--- config.mk ---
export PLATFORM = sky130hd
export DESIGN_NAME = redirect_arbiter_way0
export DESIGN_NICKNAME = d
export VERILOG_FILES = /design/src/rtl/redirect_pkg.sv /design/src/rtl/prio_enc.sv /design/src/rtl/redirect_arbiter_way0.sv
export SDC_FILE = /design/constraint.sdc
export NUM_CORES = 1
export LEC_CHECK = 0
export BUFFER_PORTS_ARGS = -buffer_cell sky130_fd_sc_hd__buf_4
export CAP_MARGIN = 30
export CORE_MARGIN = 4
export CORE_UTILIZATION = 40
export DETAILED_ROUTE_END_ITERATION = 16
export GPL_ROUTABILITY_DRIVEN = 0
export PLACE_DENSITY = 0.76
export SETUP_SLACK_MARGIN = 0.02
export SLEW_MARGIN = 20
export SYNTH_ARGS = -nofsm -noshare
export SYNTH_HDL_FRONTEND = slang
export SYNTH_SLANG_ARGS = --single-unit
--- constraint.sdc ---
create_clock -name clk -period 2.7 [get_ports clk]
set_clock_uncertainty 0.2 [all_clocks]
set_input_delay 0 -clock clk [delete_from_list [all_inputs] [get_ports clk]]
set_output_delay 0 -clock clk [all_outputs]
set_load 0.1 [all_outputs]
--- src/rtl/redirect_pkg.sv ---
// Shared types and constants for the way0 fetch-redirect arbiter.
package redirect_pkg;

  typedef enum logic [1:0] {IDLE, WAIT, FLUSH} state_e;

  localparam int unsigned REQ_TRAP    = 0;
  localparam int unsigned REQ_BRU     = 1;
  localparam int unsigned REQ_DEC     = 2;
  localparam int unsigned REQ_BPU     = 3;

  localparam int unsigned NUM_REQ_DEF = 4;
  localparam int unsigned ADDR_W      = 32;
  localparam int unsigned FCNT_W      = 4;

endpackage

--- src/rtl/prio_enc.sv ---
// Fixed-priority encoder: index 0 wins; one-hot grant plus any-request flag.
module prio_enc #(
  parameter int unsigned N = 4
) (
  input  logic [N-1:0] req,
  output logic [N-1:0] grant_c,
  output logic         valid_c
);

  // Isolate the lowest set bit.
  assign grant_c = req & (~req + N'(1));
  assign valid_c = |req;

endmodule

--- src/rtl/redirect_arbiter_way0.sv ---
// Issues one fetch redirect at a time to the way0 PC unit and holds a
// front-end flush until the jump is consumed plus a short drain window.
module redirect_arbiter_way0
  import redirect_pkg::*;
#(
  parameter int unsigned NUM_REQ      = NUM_REQ_DEF,
  parameter int unsigned FLUSH_CYCLES = 2,
  parameter int unsigned CNT_W        = 16
) (
  input  logic                      clk,
  input  logic                      reset,
  input  logic [NUM_REQ-1:0]        req_i,
  input  logic [NUM_REQ*ADDR_W-1:0] addr_i,
  output logic [NUM_REQ-1:0]        ack_o,
  output logic                      misalign_o,
  input  logic                      pcu_ready_i,
  output logic                      jump_flag_o,
  output logic [ADDR_W-1:0]         jump_addr_o,
  output logic                      jump_slot_o,
  output logic                      flush_o,
  output logic                      busy_o,
  output logic [CNT_W-1:0]          redirect_cnt_o
);

  state_e              state;
  logic [FCNT_W-1:0]   flush_cnt;
  logic [NUM_REQ-1:0]  grant_c;
  logic                grant_valid_c;
  logic [ADDR_W-1:0]   sel_addr_c;

  prio_enc #(.N(NUM_REQ)) u_prio_enc (
    .req     (req_i),
    .grant_c (grant_c),
    .valid_c (grant_valid_c)
  );

  // Target of the granted source (grant is one-hot, so OR-reduce is a mux).
  always_comb begin
    sel_addr_c = '0;
    for (int unsigned k = 0; k < NUM_REQ; k++) begin
      if (grant_c[k]) sel_addr_c = sel_addr_c | addr_i[ADDR_W*k +: ADDR_W];
    end
  end

  always_ff @(posedge clk) begin
    if (reset) begin
      state          <= IDLE;
      flush_cnt      <= '0;
      ack_o          <= '0;
      misalign_o     <= 1'b0;
      jump_flag_o    <= 1'b0;
      jump_addr_o    <= '0;
      jump_slot_o    <= 1'b0;
      flush_o        <= 1'b0;
      busy_o         <= 1'b0;
      redirect_cnt_o <= '0;
    end else begin
      ack_o       <= '0;
      misalign_o  <= 1'b0;
      jump_flag_o <= 1'b0;
      unique case (state)
        IDLE: begin
          if (grant_valid_c) begin
            ack_o <= grant_c;
            if (sel_addr_c[1:0] != 2'b00) begin
              misalign_o <= 1'b1;
            end else begin
              jump_flag_o <= 1'b1;
              jump_addr_o <= {sel_addr_c[ADDR_W-1:3], 3'b000};
              jump_slot_o <= sel_addr_c[2];
              flush_o     <= 1'b1;
              busy_o      <= 1'b1;
              if (redirect_cnt_o != '1) redirect_cnt_o <= redirect_cnt_o + CNT_W'(1);
              state       <= WAIT;
            end
          end
        end
        WAIT: begin
          // The PC unit may consume the jump in the very cycle it is flagged.
          if (pcu_ready_i) begin
            if (FLUSH_CYCLES == 0) begin
              state   <= IDLE;
              flush_o <= 1'b0;
              busy_o  <= 1'b0;
            end else begin
              state     <= FLUSH;
              flush_cnt <= FCNT_W'(FLUSH_CYCLES - 1);
            end
          end
        end
        FLUSH: begin
          if (flush_cnt == '0) begin
            state   <= IDLE;
            flush_o <= 1'b0;
            busy_o  <= 1'b0;
          end else begin
            flush_cnt <= flush_cnt - FCNT_W'(1);
          end
        end
        default: state <= IDLE;
      endcase
    end
  end

endmodule

==> metrics.cfg <==
[die]
num_io_pins = 192
start_util_pct = 42.0
die_w_um = 95.9
rows = 31
fp.dieH_um = 95.9
core_area_um2 = 7370
die_area_um2 = 9200

[global_route]
grt_pass1_wl_um = 17600
grt_max_degree = 58
antenna_found_initial = 0
grt_pass1_vias = 3905
track_usage_pct = 24.6
grt_overflow = 0

[clock_tree]
clockBufferDepth = 2
cts-buffers-inserted = 9
cts_tree = built
path_clk_slew_ns = 0.07
cts_root_buf = clkbuf_8
clock_latency_ns = 0.34
h-tree-depth = 3
clock_sinks = 59

[placement]
dp_hpwl_um = 8070
dpl.cell_count = 632
portBuffers = 188

[layout]
layout.nets = 753
fillCellCount = 549
area_growth_pct = 76.3
fin_util_pct = 74.0
drive_gt1_share_pct = 38.2
final-instance-count-excl-fill = 719
diodes = 0

[synth]
synth.area.mux_share_pct = 1.21
synth.area.top_cells = dfxtp_1, nor2_1, a221oi_1, a211oi_1, a22oi_1
synth_simple_gate_area_share_pct = 21.0
synth-compound-area-share_pct = 30.8
synth_top_family_by_area = compound AO/OA/AOI/OAI gates
synth_top_area_share_pct = 38.2
synth_edf_count = 0
synthesis.area_um2 = 3090
synth_ff_type = dfxtp_1
synthAdderAreaFrac_pct = 1.21
synth_area_per_cell_um2 = 8.31
ys_types = 48
yosysTopAreaCell = dfxtp_1
synthArstFlopShare_pct = 0
synthTopCellsByCount = nor2_1, dfxtp_1, a211oi_1
ys_seq_area_share_pct = 38.2
synth-xor-area-share_pct = 0.567
synth.most_common_cell = nor2_1
syn_inst = 372
ys.warnings.count = 0
ys_seq_elements = 59

[worst_hold_path]
min_path_type = primary input to flop

[routing]
ant_nets = 0
finalWirelength_um = 11700
drtIter0Drc = 152
dr.pass1.iters = 4
wl_per_cell_um = 16.3
drc = 0
via_count = 3951
vias_per_cell = 5.50

[sta]
max-slew-margin-rel_pct = 59.1
fin_crit_sh_pct = 97.0
clock.fmax_ghz = 0.382
fin_crit_ns = 2.62
tightestPinTransition_ns = 0.613
hold_viol = 0
rsz0062_at_grt = true
drv_slew = 0
setup_viol = 0

[worst_setup_path]
end_kind = flop
critPathKind = primary input to flop
cp_data_arrival_time_ns = 2.65
critPathMaxFanout = 33
crit_path_start_kind = primary input
critPathRequiredTime_ns = 2.73

[power_and_ir_drop]
irDropWorstVdd_mv = 0.330
powerDensity_nw_per_um2 = 536
p_leak_nw = 2.31
power_mw = 2.92

[job]
drv_cap = 0

[status]
outcome = complete, no violations

[path summary, 6_finish.rpt]
check,start,end,slack (ns),depth (start not counted)
setup / recovery,req_i[0],state[0],0.08,8
hold / removal,addr_i[64],busy_o,0.04,6
setup reg to reg,state[0],jump_addr_o[16],0.47,6
hold reg to reg,redirect_cnt_o[8],redirect_cnt_o[8],0.29,2
[cells in the final DEF (no fill, tap or decap), types with 3 or more instances in the layout]
master,instances
a211oi_1,31
a21oi_1,15
a221oi_1,30
a22oi_1,30
and3_1,3
buf_4,194
clkbuf_8,11
clkinv_2,4
conb_1,3
dfxtp_1,44
dfxtp_2,15
dlygate4sd3_1,71
ha_1,3
inv_1,7
nand2_1,4
nand3_1,6
nor2_1,81
nor2b_1,3
o21ai_0,3
o21ai_1,4
o31ai_1,9
or3_1,5
or4_1,9
[metrics by stage]
| stage | setup TNS, ns | hold slack (ns) | instance area, um^2 | setup slack [ns] |
|---|---|---|---|---|
| after global routing | -0.00335 | 0.105 | 5450 | -0.00335 |
| after global placement | 0 | 0.113 | 4540 | 0.536 |
| after floorplan | 0 | -0.0223 | 3120 | 0.0380 |
| final | 0 | 0.0409 | 5450 | 0.0800 |
| after CTS | 0 | 0.0566 | 5430 | 0.0403 |
| after detailed placement | 0 | 0.104 | 4540 | 0.496 |
[cell type report]
| cell class | count | area (um^2) | area share (%) |
|---|---|---|---|
| clock buffer | 11 | 151 | 2.78 |
| clock inverter | 5 | 27.5 | 0.505 |
| inverter | 7 | 26.3 | 0.482 |
| multi-input combinational | 271 | 1730 | 31.8 |
| sequential | 59 | 1200 | 22.0 |
| tap | 99 | 124 | 2.27 |
| timing repair buffer | 267 | 2190 | 40.2 |
[state kept, by name (all words and copies together), names as in the netlist]
signal / cells
ack_o: 4
busy_o: 1
flush_cnt: 4
jump_addr_o: 29
jump_flag_o: 1
jump_slot_o: 1
misalign_o: 1
redirect_cnt_o: 16
state: 2
[report_power, final]
part           total (mW)  internal, mW  switching [mW]
clock               0.725         0.376           0.349
combinational        1.21         0.416           0.790
sequential          0.991         0.945          0.0468
[critical path, stage by stage]
cell           delay [ns]
dlygate4sd3_1        0.54
buf_4                0.24
or4b_4               0.60
o22ai_4              0.24
or3_1                0.15
buf_6                0.20
a21oi_1              0.09
dlygate4sd3_1        0.58
[cells by family after synthesis]
kind of cell | Yosys count
XOR/XNOR | 2
other | 1
adder cells (fa/ha/maj) | 3
AND/OR/NAND/NOR | 132
AO/OA/AOI/OAI | 128
buffers and inverters | 44
flip-flops | 59
multiplexers | 3
[per-layer routing]
metal	global-route usage [%]	up-vias	wire length, um
li1	-	1896	-
met1	25.2	1850	4160
met2	45.6	171	6270
met3	6.25	34	911
met4	12.7	0	394
met5	0	-	0
[what timing repair did]
action                                 in CTS  in global routing
endpoints found under the hold margin      54                  0
gates resized for setup                     0                  4
buffers inserted                            0                  0
setup endpoints to repair                   0                  7
hold buffers                               71                  0
Note: power is estimated with default switching activity, not from simulation.
